==> src/rtl/mem_access_pkg.sv <==
// Shared definitions for the data-memory access controller.
//   - cpu_size encodings (byte / half / word / illegal)
//   - FSM state type for mem_access_ctrl
//   - is_misaligned(): alignment check for a size and the two low address bits
package mem_access_pkg;

  localparam logic [1:0] SZ_BYTE = 2'b00;
  localparam logic [1:0] SZ_HALF = 2'b01;
  localparam logic [1:0] SZ_WORD = 2'b10;
  localparam logic [1:0] SZ_ILL  = 2'b11;

  typedef enum logic [2:0] {
    ST_IDLE,
    ST_RD,
    ST_RMW_RD,
    ST_RMW_WR,
    ST_WR,
    ST_DONE
  } state_e;

  function automatic logic is_misaligned(input logic [1:0] size,
                                         input logic [1:0] addr_lo);
    logic mis;
    mis = 1'b0;
    case (size)
      SZ_HALF: mis = addr_lo[0];
      SZ_WORD: mis = (addr_lo != 2'b00);
      default: mis = 1'b0;
    endcase
    return mis;
  endfunction

endpackage

==> src/rtl/mem_lane_align.sv <==
// Combinational little-endian lane steering for 32-bit memory words.
//   i_rd_word   : word read from memory (load path)
//   i_old_word  : word captured for read-modify-write
//   i_new_data  : CPU store data, sub-word taken from the LSBs
//   i_addr_lo   : byte address bits [1:0]
//   i_size      : access size code
//   i_unsigned  : zero-extend (1) or sign-extend (0) sub-word loads
//   o_load      : extracted and extended load value
//   o_merge     : i_old_word with the addressed lane(s) replaced
module mem_lane_align
  import mem_access_pkg::*;
(
  input  logic [31:0] i_rd_word,
  input  logic [31:0] i_old_word,
  input  logic [31:0] i_new_data,
  input  logic [1:0]  i_addr_lo,
  input  logic [1:0]  i_size,
  input  logic        i_unsigned,
  output logic [31:0] o_load,
  output logic [31:0] o_merge
);

  logic [4:0]  w_sh;
  logic [31:0] w_shift;
  logic [31:0] w_mask;
  logic [31:0] w_lane;

  assign w_sh    = {i_addr_lo, 3'b000};
  // Bring the addressed lane down to bit 0; word accesses are aligned so the
  // shift is zero for them.
  assign w_shift = i_rd_word >> w_sh;

  always_comb begin
    o_load = w_shift;
    case (i_size)
      SZ_BYTE: o_load = {{24{~i_unsigned & w_shift[7]}},  w_shift[7:0]};
      SZ_HALF: o_load = {{16{~i_unsigned & w_shift[15]}}, w_shift[15:0]};
      default: o_load = w_shift;
    endcase
  end

  always_comb begin
    w_mask = '1;
    w_lane = i_new_data;
    case (i_size)
      SZ_BYTE: begin
        w_mask = 32'h0000_00FF << w_sh;
        w_lane = {24'h0, i_new_data[7:0]} << w_sh;
      end
      SZ_HALF: begin
        w_mask = 32'h0000_FFFF << w_sh;
        w_lane = {16'h0, i_new_data[15:0]} << w_sh;
      end
      default: begin
        w_mask = '1;
        w_lane = i_new_data;
      end
    endcase
    o_merge = (i_old_word & ~w_mask) | (w_lane & w_mask);
  end

endmodule

==> src/rtl/mem_access_ctrl.sv <==
// Data-memory initiator between the CPU load/store stage and a word-addressed
// memory with a req/ready handshake. Byte/half loads are extracted and
// extended; byte/half stores use read-modify-write. Illegal or misaligned
// accesses complete with cpu_err and never touch memory.
//   clk, rst_n        : clock, asynchronous active-low reset
//   cpu_req..cpu_unsigned : CPU request, held until cpu_done
//   cpu_rdata         : load result, held between accesses (0 after store/error)
//   cpu_done/cpu_err  : one-cycle completion pulse / rejection flag
//   cpu_stall         : cpu_req & ~cpu_done
//   mem_req..mem_wdata: memory request, stable until mem_ready
//   mem_ready/mem_rdata : memory handshake and read data
module mem_access_ctrl
  import mem_access_pkg::*;
#(
  parameter int unsigned AW = 8
) (
  input  logic          clk,
  input  logic          rst_n,
  input  logic          cpu_req,
  input  logic          cpu_we,
  input  logic [31:0]   cpu_addr,
  input  logic [31:0]   cpu_wdata,
  input  logic [1:0]    cpu_size,
  input  logic          cpu_unsigned,
  output logic [31:0]   cpu_rdata,
  output logic          cpu_done,
  output logic          cpu_err,
  output logic          cpu_stall,
  output logic          mem_req,
  output logic          mem_we,
  output logic [AW-1:0] mem_addr,
  output logic [31:0]   mem_wdata,
  input  logic          mem_ready,
  input  logic [31:0]   mem_rdata
);

  state_e        r_state;
  state_e        w_next;
  logic [AW+1:0] r_addr;
  logic [31:0]   r_wdata;
  logic [1:0]    r_size;
  logic          r_uns;
  logic [31:0]   r_word;
  logic [31:0]   r_rdata;
  logic          r_err;

  logic          w_illegal;
  logic [31:0]   w_load;
  logic [31:0]   w_merge;

  assign w_illegal = (cpu_size == SZ_ILL)
                   | is_misaligned(cpu_size, cpu_addr[1:0])
                   | (|cpu_addr[31:AW+2]);

  mem_lane_align u_align (
    .i_rd_word  (mem_rdata),
    .i_old_word (r_word),
    .i_new_data (r_wdata),
    .i_addr_lo  (r_addr[1:0]),
    .i_size     (r_size),
    .i_unsigned (r_uns),
    .o_load     (w_load),
    .o_merge    (w_merge)
  );

  always_ff @(posedge clk or negedge rst_n) begin
    if (!rst_n) r_state <= ST_IDLE;
    else        r_state <= w_next;
  end

  // The store direction is carried by the state chosen in IDLE, so cpu_we
  // needs no separate register.
  always_comb begin
    w_next    = r_state;
    mem_req   = 1'b0;
    mem_we    = 1'b0;
    mem_wdata = '0;
    cpu_done  = 1'b0;
    case (r_state)
      ST_IDLE: begin
        if (cpu_req) begin
          if (w_illegal)             w_next = ST_DONE;
          else if (!cpu_we)          w_next = ST_RD;
          else if (cpu_size == SZ_WORD) w_next = ST_WR;
          else                       w_next = ST_RMW_RD;
        end
      end
      ST_RD: begin
        mem_req = 1'b1;
        if (mem_ready) w_next = ST_DONE;
      end
      ST_RMW_RD: begin
        mem_req = 1'b1;
        if (mem_ready) w_next = ST_RMW_WR;
      end
      ST_RMW_WR: begin
        mem_req   = 1'b1;
        mem_we    = 1'b1;
        mem_wdata = w_merge;
        if (mem_ready) w_next = ST_DONE;
      end
      ST_WR: begin
        mem_req   = 1'b1;
        mem_we    = 1'b1;
        mem_wdata = r_wdata;
        if (mem_ready) w_next = ST_DONE;
      end
      ST_DONE: begin
        cpu_done = 1'b1;
        w_next   = ST_IDLE;
      end
      default: w_next = ST_IDLE;
    endcase
  end

  always_ff @(posedge clk or negedge rst_n) begin
    if (!rst_n) begin
      r_addr  <= '0;
      r_wdata <= '0;
      r_size  <= '0;
      r_uns   <= 1'b0;
      r_word  <= '0;
      r_rdata <= '0;
      r_err   <= 1'b0;
    end else begin
      case (r_state)
        ST_IDLE: begin
          if (cpu_req) begin
            r_addr  <= cpu_addr[AW+1:0];
            r_wdata <= cpu_wdata;
            r_size  <= cpu_size;
            r_uns   <= cpu_unsigned;
            r_err   <= w_illegal;
            if (w_illegal) r_rdata <= '0;
          end
        end
        ST_RD:     if (mem_ready) r_rdata <= w_load;
        ST_RMW_RD: if (mem_ready) r_word  <= mem_rdata;
        ST_RMW_WR,
        ST_WR:     if (mem_ready) r_rdata <= '0;
        default: ;
      endcase
    end
  end

  assign cpu_rdata = r_rdata;
  assign cpu_err   = cpu_done & r_err;
  assign cpu_stall = cpu_req & ~cpu_done;
  assign mem_addr  = r_addr[AW+1:2];

endmodule

==> config.mk <==
export PLATFORM = sky130hd
export DESIGN_NAME = mem_access_ctrl
export DESIGN_NICKNAME = d
export VERILOG_FILES = /design/src/rtl/mem_access_pkg.sv /design/src/rtl/mem_lane_align.sv /design/src/rtl/mem_access_ctrl.sv
export SDC_FILE = /design/constraint.sdc
export NUM_CORES = 1
export LEC_CHECK = 0
export ABC_AREA = 1
export CAP_MARGIN = 20
export CORE_ASPECT_RATIO = 1.75
export CORE_MARGIN = 2
export CORE_UTILIZATION = 40
export CTS_CLUSTER_DIAMETER = 30
export DETAILED_ROUTE_END_ITERATION = 12
export PLACE_DENSITY = 0.67
export SYNTH_ARGS = -nofsm -noshare
export SYNTH_HDL_FRONTEND = slang
export SYNTH_SLANG_ARGS = --single-unit
export TNS_END_PERCENT = 100
==> constraint.sdc <==
create_clock -name clk -period 1.8 [get_ports clk]
set_input_delay 0.54 -clock clk [delete_from_list [all_inputs] [get_ports clk]]
set_output_delay 0.54 -clock clk [all_outputs]
set_load 0.1 [all_outputs]
After elaboration in Yosys (flattened, before gate mapping)
Index checks and enable logic that the tools add are counted.
{"block": "totals", "reg_bits": 113, "in_bits": 104, "output_inout_bits": 77, "elab_cells": 72}
{"block": "classes", "n_eq_ne": 15, "shifts": 5, "muxes": 20, "bitwise": 12, "reduce_logical": 12}
{"cell": "$pmux W32 S2", "count": 4}
{"cell": "$mux W32", "count": 4}
{"cell": "$pmux W32 S3", "count": 1}
{"cell": "$and A32 B32 Y32", "count": 2}
{"cell": "$not A32 Y32", "count": 1}
{"cell": "$or A32 B32 Y32", "count": 1}
{"cell": "$shl A16 B5 Y32", "count": 1}
{"cell": "$shl A16 B5 Y32 const A", "count": 1}
{"cell": "$shl A8 B5 Y32", "count": 1}
{"cell": "$shl A8 B5 Y32 const A", "count": 1}
{"cell": "$shr A32 B5 Y32", "count": 1}
{"cell": "$reduce_or A22 Y1", "count": 1}
{"cell": "$mux W3", "count": 6}
{"cell": "$pmux W3 S3", "count": 1}
{"cell": "$ne A2 B2 Y1 const B", "count": 4}
{"cell": "$eq A3 B2 Y1 const B", "count": 2}
{"cell": "$eq A3 B3 Y1 const B", "count": 2}
{"cell": "$reduce_and A5 Y1", "count": 1}
{"cell": "$and A1 B1 Y1", "count": 4}
{"cell": "$eq A2 B1 Y1 const B", "count": 2}
{"cell": "$eq A2 B2 Y1 const B", "count": 2}
{"cell": "$ne A2 B1 Y1 const B", "count": 2}
{"cell": "$reduce_and A2 Y1", "count": 2}
{"cell": "$reduce_or A4 Y1", "count": 1}
{"cell": "other kinds (12)", "count": 16}

Logic depth before layout (Yosys ltp)
{"block": "depth", "depth_word": 7, "ltp_mapped": 12, "depth_no_buf": 12}

Cells and area by module
A second synthesis with hierarchy kept.
{"block": "hier_totals", "cells_unflattened": 888, "area_unflattened_um2": 7059.3}
{"module": "mem_access_ctrl", "n_inst": 1, "cells_per_inst": 508, "area_each_um2": 5310.1, "seq_area_each_um2": 2827.7}
{"module": "mem_lane_align", "n_inst": 1, "cells_per_inst": 380, "area_each_um2": 1749.2, "seq_area_each_um2": 0.0}

Worst setup path after synthesis
OpenSTA, ideal clock, no wires.
{"block": "synth_timing", "kind": "register to output", "start": "register r_state[1]", "end": "output port mem_wdata[0]", "arrival_ps": 3025, "t_required_ps": 1260, "path_slack_ps": -1765, "path_stages_with_launch": 7, "n_path_buf": 1, "path_cell_list": "dfrtp_1 -> buf_6 -> nor2_1 -> nand2_1 -> clkinv_1 -> a21oi_1 -> o21ai_0"}
{"block": "synth_between", "elab_chain_cells": 2, "word_cells_on_any_way": 3, "cone_classes": "2 x eq/ne; 1 x mux"}
{"item": "start, declared", "line_no": "mem_access_ctrl.sv:37", "rtl": "state_e r_state;"}
{"item": "start signal, assigned", "line_no": "mem_access_ctrl.sv:68", "rtl": "else r_state <= w_next;"}
{"item": "$eq A3 B3 Y1 / $eq A3 B2 Y1 (equally long branches)", "line_no": "mem_access_ctrl.sv:79", "rtl": "case (r_state)"}
{"item": "$pmux W32 S2 *", "line_no": "mem_access_ctrl.sv:79"}
{"item": "end, declared", "line_no": "mem_access_ctrl.sv:32", "rtl": "output logic [31:0] mem_wdata,"}
Every way passes the cells marked *; elsewhere a longest branch is shown, timed or not.

Worst setup path after layout
{"block": "layout_timing", "start": "register r_size[1]", "end": "output port mem_wdata[18]"}
{"block": "layout_between", "elab_chain_cells": 6, "word_cells_on_any_way": 9, "cone_classes": "1 x eq/ne; 3 x mux; 4 x bitwise; 1 x reduce/logical"}
{"item": "start, declared", "line_no": "mem_access_ctrl.sv:41", "rtl": "logic [1:0] r_size;"}
{"item": "start signal, assigned", "line_no": "mem_access_ctrl.sv:131", "rtl": "r_size <= cpu_size;"}
{"item": "$eq A2 B1 Y1 / $logic_not A2 Y1 (equally long branches)", "line_no": "mem_lane_align.sv:45", "rtl": "case (i_size)"}
{"item": "$pmux W32 S2", "line_no": "mem_lane_align.sv:45"}
{"item": "$not A32 Y32", "line_no": "mem_lane_align.sv:59", "rtl": "o_merge = (i_old_word & ~w_mask) | (w_lane & w_mask);"}
{"item": "$and A32 B32 Y32", "line_no": "mem_lane_align.sv:59"}
{"item": "$or A32 B32 Y32 *", "line_no": "mem_lane_align.sv:59"}
{"item": "$pmux W32 S2 *", "line_no": "mem_access_ctrl.sv:79"}
Marks and branches as above.

==> flow_results.org <==
** Critical path
- Arr. time, crit path :: 2.09 ns
- On the critical path, the stage with the largest delay is an instance of dfrtp_2.
- Walking the worst path, the cells encountered are nor2_4 -> buf_6 -> nand2_4 -> o22ai_1 -> nand2_1 -> nand3_2 -> nand3_4 -> nand2_8 -> buf_12.
- Required time at the worst-slack endpoint :: 1.26 ns
- The startpoint identified for the worst register-to-register timing path is r_state[0].
- Worst R2R End :: cpu_rdata[24]
- Crit path to :: mem_wdata[18]
- Worst Reg-to-Reg Cells :: 13
- STA classifies the critical path startpoint as a flop.
- STA classifies the critical path endpoint as an output pin.
- Worst Path Class, Setup :: reg -> out
- Launching instance or port of the critical path :: r_size[1]
- Flop2flop setup slack :: -0.28 ns
- In this design, the stage delay of the slowest critical-path cell is 0.47 ns.
- In this run the worst path has a maximum fanout of 5.

** Routing
- Average vias per placed instance :: 5.29
- After detailed routing, the number of remaining DRC violations is 0.
- Amount of wire on met3 after detailed routing :: 941 µm
- Dividing the detail-routed wire length by the instance count gives 18.4 µm.
- Vias after detailed routing :: 7017
- Highest metal layer with signal wires :: met4
- Detailed-route wire length :: 24400 µm
- Final ANT Viol Nets :: 0
- DRT Pass-1 Iters :: 7
- Detailed Route Iter0 Violations :: 319
- Summed over all nets, wire length on met2 after detailed routing comes to 13200 µm.
- The detailed router put a total of 8660 µm of wire on met1.

** Pwr
- VDD sags by at most 1.12 mV.
- Power per standard cell area :: 1940 nW/µm²
- P_leak :: 5.78 nW

** Synth
- Of the synthesized area, sequential elements account for 0.431.
- After synthesis the netlist holds a flip-flop and latch count of 113.
- Synth Area per Inst :: 7.79 µm²
- The number of nets in the synthesized netlist is 949.
- Yosys instantiated no cell more often than nand2_1.
- In the post-synthesis netlist, the biggest area contributors are dfrtp_1 (43%), nand2_1 (18%), mux2_2 (7.6%).
- The cell area that synthesis handed to floorplanning was 6560 µm².
- Mapped Cells :: 842
- In the synthesized netlist the dominant register cell turns out to be dfrtp_1.
- Number of enable-type register cells in the synthesized netlist :: 0
- Most numerous cell types in the synthesized netlist :: nand2_1 (316), dfrtp_1 (113), o21ai_0 (62)
- Synth warnings :: 0
- For this run, asynchronously set or reset flops after synthesis account for 1.00.
- Portion of synthesized cell area occupied by the leading cell type :: 0.431
- dfrtp_1 takes more of the synthesized area than any other cell.
- The netlist uses 35 different library cells.

** Floorplan
- Initial Util :: 0.405
- The die covers 17500 µm².
- The floorplan step set the die height to 173 µm.
- The initialized floorplan defines 62 standard-cell rows.
- Measured along the x axis, the die boundary spans 101 µm.
- Standard cell core area :: 16200 µm²
- Pin placement for this block handled 181 I/O pins.

** Job
- The tool flagged a number of max-cap violations equal to 0.

** Timing
- Final critical-path setup slack :: -0.834 ns
- Final clock period utilization by the worst path :: 1.46
- Setup repair after global routing could not meet its margin everywhere.
- Clock skew after layout :: 0.0111 ns
- In this run the tightest slew margin relative to its limit is 0.729.
- Time the worst path needs with I/O delays and setup :: 2.63 ns
- Setup violations remaining at the end of the flow were counted as 130.
- Number of max-slew violations in the final report :: 0
- The hold violation total from the final report is 0.
- Upper clock frequency limit :: 380 MHz
- Least-Margin Pin Slew :: 0.406 ns

** Hold path
- Class of the tightest hold or removal check :: in -> async

** Place
- Final RePlAce weighted congestion :: 0.908
- Cell total after placement :: 1273
- Port Buffers :: 180
- Before CTS, the worst setup slack after placement is -0.621 ns.
- After legalization and detailed placement, the total HPWL measured 17000 µm.

** Final layout
- Final net count :: 1227
- The finished layout holds 1326 standard cells, fillers aside.
- Area Overhead vs Synth :: 90.3%
- Filler instances :: 1016
- In the final layout, the share of cells above drive strength 1 is 0.474.

** Clock tree
- For this design, the CTS-stage hold fixing added 0 buffers.
- CTS Sinks :: 113
- TritonCTS created 17 clock buffers.
- Clock tree from TritonCTS :: yes
- Clock-pin slew was measured on the worst setup and hold paths at 0.06 ns.
- Clock tree synthesis selected as its root buffer the cell clkbuf_16.
- Longest Clk Path Bufs :: 2
- H-tree levels :: 4
- Later-pin clock latency in the skew report :: 0.42 ns

** Outcome
- Failing checks :: negative setup slack
- The flow ran to the end, but the final reports show violations.

** Global route
- For this run, the total global-route usage over all layers was measured as 0.268.
- Total congestion overflow :: 0
- First-pass GRT wire length :: 36000 µm
- The via count of the first global-routing pass is 7049.
- Entering global routing, the biggest net connects 71 pins.
- Number of antenna violations at the first check in global routing :: 1
how the worst min path moves through the flow:
stage / startpoint / depth (start not counted) / slack (ns) / to
2_1_floorplan: rst_n / 0 / 0.24 / cpu_rdata[0]
3_3_place_gp: r_word[12] / 2 / 0.47 / r_word[12]
3_5_place_dp: r_word[8] / 2 / 0.48 / r_word[8]
4_1_cts: rst_n / 2 / 0.10 / cpu_rdata[21]
5_1_grt: rst_n / 2 / 0.11 / cpu_rdata[21]
6_report: rst_n / 2 / 0.09 / cpu_rdata[21]
routing by layer:
layer / GRT usage / up-vias
met1: 0.300 / 3338
met3: 0.0387 / 93
met4: 0.157 / 0
li1: - / 3308
met2: 0.470 / 278
met5: 0 / -
report_power, final:
group	total, mW	internal, mW	switching [mW]
Clock	3.62	2.28	1.34
Combinational	16.5	6.64	9.91
Sequential	4.12	3.35	0.765
Total	24.3	12.3	12.0
kinds of logic after synthesis:
logic type,count (synthesis),share of synthesized area
adder cells (fa/ha/maj),3,0.00572
flip-flops,113,0.431
AND/OR/NAND/NOR,428,0.269
buffers and inverters,110,0.0856
multiplexers,45,0.0772
AO/OA/AOI/OAI,143,0.132
critical path, delay by kind of cell (launching register included):
kind,cells,cell delay (ns)
compound gates,1,0.19
buf+inv,2,0.30
flops,1,0.47
simple gates,6,0.70
sequential cells by signal (all words and copies together) (netlist names):
signal and flops:
r_state 3, r_wdata 32, cpu_rdata 32, r_err 1
r_size 2, r_uns 1, r_word 32, r_addr 10
timing repair:
action,4_1_cts,5_1_grt
gates cloned,3,7
resized for setup,141,135
pin swaps,30,19
setup endpoints to repair,70,116
setup buffers,6,7
stage by stage:
step	power, mW	hold WS [ns]	setup TNS, ns	utilization	cell area [µm²]
floorplan	13.3	0.244	-5.59	-	7220
global placement	18.3	0.474	-33.66	0.658	10700
detailed placement	18.5	0.477	-36.41	0.658	10700
CTS	23.4	0.103	-25.97	0.731	11800
global route	25.3	0.111	-54.14	0.770	12500
finish	24.3	0.0929	-43.82	0.770	12500
placed cells by master (no fill, tap or decap), drive strengths merged:
cell	Yosys	layout
nand2	318	319
buf	44	208
dfrtp	113	113
clkdlybuf4s50	0	100
o21ai	93	93
nand3	65	65
inv	50	52
mux2	45	45
nor2	39	40
clkbuf	15	25
a21oi	22	22
o211ai	17	17
o22ai	10	10
clkinv	1	6
clkinvlp	0	3
ha	3	3
bufinv	0	3
nor3	3	3
dlygate4sd2	0	2
diode	0	1
or2	1	1
nor3b	1	1
o21a	1	1
nand3b	1	1
area by class of cell:
type	count	area [µm²]	share of cell area
multi-input cells	621	4540	0.364
repair buffers	316	4030	0.323
flip-flops and latches	113	2830	0.227
clock buffers	19	453	0.0363
well taps	192	240	0.0192
inverters	51	209	0.0167
clock inverters	13	178	0.0142
diodes	1	2.50	0.000200
No activity file was read; power rests on OpenSTA's default activity.
